[config.mk]
export PLATFORM = sky130hd
export DESIGN_NAME = nibble_merge
export DESIGN_NICKNAME = d
export VERILOG_FILES = /design/src/rtl/nibble_merge.sv
export SDC_FILE = /design/constraint.sdc
export NUM_CORES = 1
export LEC_CHECK = 0
export BUFFER_PORTS_ARGS = -buffer_cell sky130_fd_sc_hd__buf_2
export CAP_MARGIN = 10
export CORE_MARGIN = 5
export CORE_UTILIZATION = 43
export DETAILED_ROUTE_END_ITERATION = 16
export GPL_ROUTABILITY_DRIVEN = 0
export PLACE_DENSITY = 0.82
export SYNTH_ARGS = -nofsm -noshare
export SYNTH_HDL_FRONTEND = slang
export SYNTH_SLANG_ARGS = --single-unit
[constraint.sdc]
create_clock -name clk -period 1.7 [get_ports clk]
set_clock_uncertainty 0.15 [all_clocks]
set_input_delay 0.17 -clock clk [delete_from_list [all_inputs] [get_ports clk]]
set_output_delay 0.17 -clock clk [all_outputs]
set_load 0.1 [all_outputs]
[src/rtl/nibble_merge.sv]
// ============================================================================
// Module   : nibble_merge
// Purpose  : Packs pairs of 4-bit nibbles into bytes behind a valid/ready
//            handshake on both sides, with a synchronous partial-flush.
// Options  : define NIBBLE_MERGE_PARITY_EN to add the registered out_par port.
// Revision : 1.0 - initial release
// ============================================================================
`default_nettype none

module nibble_merge #(
    parameter int LOW_FIRST = 1
) (
    input  logic       clk,
    input  logic       rst_n,
    input  logic [3:0] in_nib,
    input  logic       in_valid,
    output logic       in_ready,
    input  logic       flush,
    output logic [7:0] out_byte,
    output logic       out_valid,
    input  logic       out_ready,
    output logic       frag
`ifdef NIBBLE_MERGE_PARITY_EN
    ,
    output logic       out_par
`endif
);

    typedef enum logic [1:0] {
        ST_EMPTY = 2'd0,
        ST_HALF  = 2'd1,
        ST_FULL  = 2'd2
    } state_t;

    state_t     r_state;
    logic [3:0] r_held;
    logic [7:0] r_byte;
    logic       r_valid;
    logic       r_frag;
`ifdef NIBBLE_MERGE_PARITY_EN
    logic       r_par;
`endif

    logic       w_nib_xfer;
    logic       w_byte_xfer;
    logic [7:0] w_merged;

    // Ready depends on out_ready only, so a full byte can drain and be
    // replaced by a new first nibble on the same edge.
    assign in_ready    = (r_state != ST_FULL) | out_ready;
    assign w_nib_xfer  = in_valid & in_ready;
    assign w_byte_xfer = r_valid & out_ready;
    assign w_merged    = (LOW_FIRST != 0) ? {in_nib, r_held} : {r_held, in_nib};

    always_ff @(posedge clk or negedge rst_n) begin
        if (!rst_n) begin
            r_state <= ST_EMPTY;
            r_held  <= 4'h0;
            r_byte  <= 8'h00;
            r_valid <= 1'b0;
            r_frag  <= 1'b0;
`ifdef NIBBLE_MERGE_PARITY_EN
            r_par   <= 1'b0;
`endif
        end else begin
            r_frag <= 1'b0;
            case (r_state)
                ST_EMPTY: begin
                    if (w_nib_xfer) begin
                        r_held  <= in_nib;
                        r_state <= ST_HALF;
                    end
                end
                ST_HALF: begin
                    // Flush wins over completion: a concurrent nibble starts a new byte.
                    if (flush) begin
                        r_frag <= 1'b1;
                        if (w_nib_xfer) begin
                            r_held <= in_nib;
                        end else begin
                            r_state <= ST_EMPTY;
                        end
                    end else if (w_nib_xfer) begin
                        r_byte  <= w_merged;
                        r_valid <= 1'b1;
                        r_state <= ST_FULL;
`ifdef NIBBLE_MERGE_PARITY_EN
                        r_par   <= ^w_merged;
`endif
                    end
                end
                ST_FULL: begin
                    if (w_byte_xfer) begin
                        r_valid <= 1'b0;
                        if (w_nib_xfer) begin
                            r_held  <= in_nib;
                            r_state <= ST_HALF;
                        end else begin
                            r_state <= ST_EMPTY;
                        end
                    end
                end
                default: begin
                    r_state <= ST_EMPTY;
                    r_valid <= 1'b0;
                end
            endcase
        end
    end

    assign out_byte  = r_byte;
    assign out_valid = r_valid;
    assign frag      = r_frag;
`ifdef NIBBLE_MERGE_PARITY_EN
    assign out_par   = r_par;
`endif

endmodule

`default_nettype wire

==> results of run 1 <==
-- per-stage QoR --
step	area (µm²)	hold WS, ns	utilization
detailed placement	795	-0.0528	0.540
global route	882	0.0413	0.599
finish	882	0.0500	0.599
global placement	795	-0.0578	0.540
CTS	881	0.0425	0.599
floorplan	654	-0.276	-
-- logic make-up after synthesis --
family | Yosys count
AO/OA/AOI/OAI | 4
buffers and inverters | 3
flip-flops | 16
multiplexers | 12
AND/OR/NAND/NOR | 9
-- area by class of cell --
cell class | count | area [µm²] | area share
clock buffers | 4 | 26.3 | 0.0298
repair buffers | 27 | 185 | 0.210
well taps | 16 | 20.0 | 0.0227
flip-flops and latches | 16 | 403 | 0.457
multi-input cells | 25 | 240 | 0.272
inverters | 2 | 7.51 | 0.00851
-- path summary, 6_finish.rpt --
kind                       slack [ns]           to  depth (start not counted)   startpoint
setup / recovery                 0.13  out_byte[0]                          3   r_state[1]
hold / removal                   0.05         frag                          2        flush
min in group asynchronous        0.17  out_byte[7]                          2        rst_n
max in group asynchronous        0.96   r_state[1]                          2        rst_n
hold reg to reg                  0.34  out_byte[6]                          1  out_byte[6]
setup reg to reg                 0.13  out_byte[0]                          3   r_state[1]
-- routing by layer --
metal	part of all wire	wire length (µm)	GRT usage	up-vias
li1	-	-	-	220
met1	0.44	530	0.151	227
met2	0.49	599	0.163	16
met3	0.058	71	0.0398	2
met4	0.012	14	0.0538	0
met5	0	0	0	-
-- synth_stat cells (all sizes together) --
cell,n,area (µm²)
o32ai,1,16.3
mux2,12,135
a31o,1,8.76
inv,2,7.51
nand2b,1,6.26
nand2,2,7.51
or2,1,6.26
buf,1,5.00
nor3b,1,7.51
nand3b,1,7.51
nor2b,1,6.26
nor4,2,27.5
o22ai,1,6.26
a21oi,1,5.00
dfrtp,16,400
-- registers in the layout, summed over array words and instances, names as in the netlist --
signal,flops
out_valid,1
out_byte,8
r_held,4
r_state,2
frag,1
-- what timing repair did --
item,4_1_cts,5_1_grt
endpoints found under the hold margin,24,0
gates resized for setup,0,1
setup endpoints to repair,0,4
hold buffers,6,0
-- worst max-delay path, cell delays in order, from the launching register on --
cell	delay, ns
dfrtp_2	0.48
nor4_4	0.27
buf_4	0.21
mux2_2	0.35
==> qor.txt, run 1 <==
Status - finished clean
Layout cell share with drive strength beyond 1 - 0.514
Synthesized Nets - 53
CTS Root Buffer Type - clkbuf_4
Crit path required time - 1.71 ns
Clk pin slew, worst setup/hold paths - 0.09 ns
Pre-CTS setup slack - 0.130 ns
Antenna-violating nets left - 0
GR Util All Layers - 0.114
RSZ-0062 raised after global routing - no
Setup slack after layout - 0.126 ns
Worst Tran Pin Value - 0.493 ns
Worst Path Max Fanout - 9
# diodes - 0
Post-synthesis cell count - 44
Synth Area in Adders - 0
Setup Fix Bufs, Post-CTS - 0
Crit start category - flop
Period minus WS final - 1.57 ns
Syn. warnings - 0
Worst Hold Class - primary input to flop
Initial antenna violation count - 0
Clk_lat worst skew - 0.28 ns
Slew Limit Headroom - 0.674
WL final - 1.22 mm
Post-synth cell types - 17
Total CTS buffers - 3
Final TNS setup - 0 ns
IO Count - 20
Max Clk Rate - 635 MHz
Post-Synth Simple-Gate Area - 0.105
Pre-Repair DR Iteration Count - 4
Die width - 49.0 µm
Die Area - 2400 µm²
Final hold viol count - 0
Commonest non-fill, non-tap cells in the layout - buf_2, dfrtp_1, mux2_2
DRC violations left - 0
Crit Path Class - flop to flop
Post-route insts no fill - 90
Clk sinks - 16
Initial drt markers - 9
Clock tree from TritonCTS - built
Synthesized cell area - 653 µm²
Via density - 5.17
Placed insts - 80
HPWL after detailed placement - 922 µm
Final setup vio count - 0
Syn avg cell area - 14.8 µm²
Initial core utilization - 0.444
Max Cap Viol - 0
Largest family of logic cells by synthesized area - multiplexers
Final net count - 84
Post-synthesis xor/xnor area fraction - 0
Post-synthesis mux area share - 0.207
Routed len/inst - 13.5 µm
Register area share after synthesis - 0.613
# fillers - 130
Post-synthesis compound-gate area fraction - 0.0556
DR vias - 465
Htree depth - 1
Slew Limit Fails - 0
Die height - 49.0 µm
Global-route wire length before repair - 2.17 mm
Critical Path End Type - flop
Tcrit/Tclk final - 0.926
Commonest non-fill, non-tap cell in the layout - buf_2
Core area - 1470 µm²
GRT overflow - 0
Bufs on Longest Clock Path - 2
Number of global-route vias before repair - 461
Area added between synthesis and finish - 35.1%
Synth Register Bits - 16
Worst Path Arrival - 1.59 ns
# rows - 14
PortBufs - 19
Largest net degree at the start of global routing - 17
Power of run 1 is not shown: default switching activity piles up to over one toggle a cycle in this logic, so the estimate is an artifact.
==> inputs of run 2 (changes only) <==
- PLACE_DENSITY: 0.82 -> 0.71
==> run 2 against run 1 <==
  * Routed wire length rose by 1.5%
  * Cell area shrank 0.43%
  * Hold slack got worse by 0.0021 ns
  * Non-clock buffer count is the same
==> qor.txt, run 2 (synthesized netlist as in run 1, its figures left out) <==
Status - finished clean
Clk sinks - 16 (unchanged)
CP Cell Sequence - dlygate4sd3_1 -> buf_2 -> nand3b_1 -> clkbuf_4
Initial core utilization - 0.444 (unchanged)
Grt met2 use - 0.193 (+0.0304)
Core area - 1470 µm² (unchanged)
Final TNS setup - 0 ns (unchanged)
Max Clk Rate - 623 MHz (-1.9%)
Clk_lat worst skew - 0.27 ns (about the same)
Routed len/inst - 13.7 µm (+1.5%)
Hold path startpoint - flush
Worst Tran Pin Value - 0.487 ns (-0.00600 ns)
Initial antenna violation count - 0 (unchanged)
Core Util, Final - 0.597 (-0.00255)
Htree depth - 1 (unchanged)
Commonest non-fill, non-tap cell in the layout - buf_2
Final net count - 84 (unchanged)
DR vias - 461 (-0.86%)
Crit start category - primary input
Tcrit/Tclk final - 0.943 (+0.0177)
Slowest stage delay, CP - 0.53 ns (+0.05 ns)
Post-route insts no fill - 90 (unchanged)
Clock tree from TritonCTS - built
FF-to-FF Start - r_state[1]
Max Cap Viol - 0 (unchanged)
IO Count - 20 (unchanged)
Die Area - 2400 µm² (unchanged)
Setup Fix Bufs, Post-CTS - 0 (unchanged)
Area added between synthesis and finish - 34.5%
Global Route met3 Usage - 0.0336 (-0.00612)
Largest net degree at the start of global routing - 17 (unchanged)
DRC violations left - 0 (unchanged)
Met1 Use GR - 0.156 (+0.00491)
Total CTS buffers - 3 (unchanged)
Die width - 49.0 µm (unchanged)
# diodes - 0 (unchanged)
Final hold viol count - 0 (unchanged)
Final setup vio count - 0 (unchanged)
Die height - 49.0 µm (unchanged)
Pre-CTS setup slack - 0.105 ns (-0.0242 ns)
Via density - 5.12 (-0.86%)
Worst Path Arrival - 1.28 ns (-0.31 ns)
Period minus WS final - 1.60 ns (+0.0301 ns)
Worst r2r path cells - 3 (unchanged)
Worst r2r dst - out_byte[2]
PortBufs - 19 (unchanged)
Global route hottest layer - met2
WL final - 1.23 mm (+1.5%)
Worst Path Max Fanout - 4 (-5)
Setup slack after layout - 0.0961 ns (-0.0301 ns)
Worst Hold Class - primary input to flop
Critical Path End Type - output port
Slew Limit Headroom - 0.677 (+0.00397)
# rows - 14 (unchanged)
Slowest-stage cell, CP - dlygate4sd3_1
Slew Limit Fails - 0 (unchanged)
Hold endpoint - frag
Commonest non-fill, non-tap cells in the layout - buf_2, dfrtp_1, mux2_2
Layout cell share with drive strength beyond 1 - 0.514 (unchanged)
RSZ-0062 raised after global routing - no
Clk pin slew, worst setup/hold paths - 0.09 ns (about the same)
Reg2Reg Setup Slack - 0.1 ns (-0.03 ns)
Placed insts - 80 (unchanged)
Crit Path Class - primary input to output port
GRT overflow - 0 (unchanged)
Pre-Repair DR Iteration Count - 4 (unchanged)
Antenna-violating nets left - 0 (unchanged)
Number of global-route vias before repair - 514 (+11%)
CTS Root Buffer Type - clkbuf_4
GR Util All Layers - 0.123 (+0.00933)
Largest register FFs - 8 (unchanged)
Crit path required time - 1.38 ns (-0.33 ns)
Bufs on Longest Clock Path - 2 (unchanged)
Global-route wire length before repair - 2.34 mm (+8.0%)
Initial drt markers - 7 (-2)
Hold path depth - 2 (unchanged)
run 2: cell count changes in the layout (fill, tap and decap cells not counted):
cell      change
dfrtp_2       -1
buf_12        -1
clkbuf_1      -1
clkbuf_8      +1
dfrtp_1       +1
clkbuf_4      +1
run 2: worst max-delay path by stage:
stage / start / slack (ns) / end / cells past startpoint
after global placement: r_state[1] / 0.14 / out_byte[0] / 3
after floorplan: out_valid / 0.003 / r_held[0] / 3
after CTS: out_ready / 0.03 / in_ready / 4
after global routing: out_ready / 0.03 / in_ready / 4
final: out_ready / 0.1 / in_ready / 4
after detailed placement: r_state[1] / 0.11 / out_byte[4] / 3
run 2: worst max-delay path, delay by kind of cell:
kind	cells	cell delay, ns
buffers and inverters	3	0.96
AND/OR/NAND/NOR	1	0.15
run 2: layout make-up:
| type | instances | area [µm²] |
|---|---|---|
| Sequential cell | 16 | 402 |
| Multi-Input combinational cell | 25 | 240 |
| Inverter | 2 | 7.51 |
| Fill cell | 126 | 593 |
| Tap cell | 16 | 20.0 |
| Timing Repair Buffer | 27 | 173 |
| Clock buffer | 4 | 36.3 |
run 2: routing by layer:
metal  wire length [µm]  share of wire
met2                609           0.49
met3                 69          0.056
met5                  0              0
met4                  5         0.0041
met1                550           0.45
run 2: repair_timing:
action,4_1_cts,5_1_grt
resized for setup,0,1
hold buffers,6,0
endpoints found under the hold margin,24,0
setup endpoints to repair,0,1
run 2: per-stage QoR:
step / hold slack [ns] / cell area (µm²)
6_report: 0.0479 / 878
5_1_grt: 0.0258 / 878
4_1_cts: 0.0402 / 876
3_5_place_dp: -0.0534 / 779
3_3_place_gp: -0.0495 / 779
2_1_floorplan: -0.276 / 654
Power of run 2 is left out for the same reason.
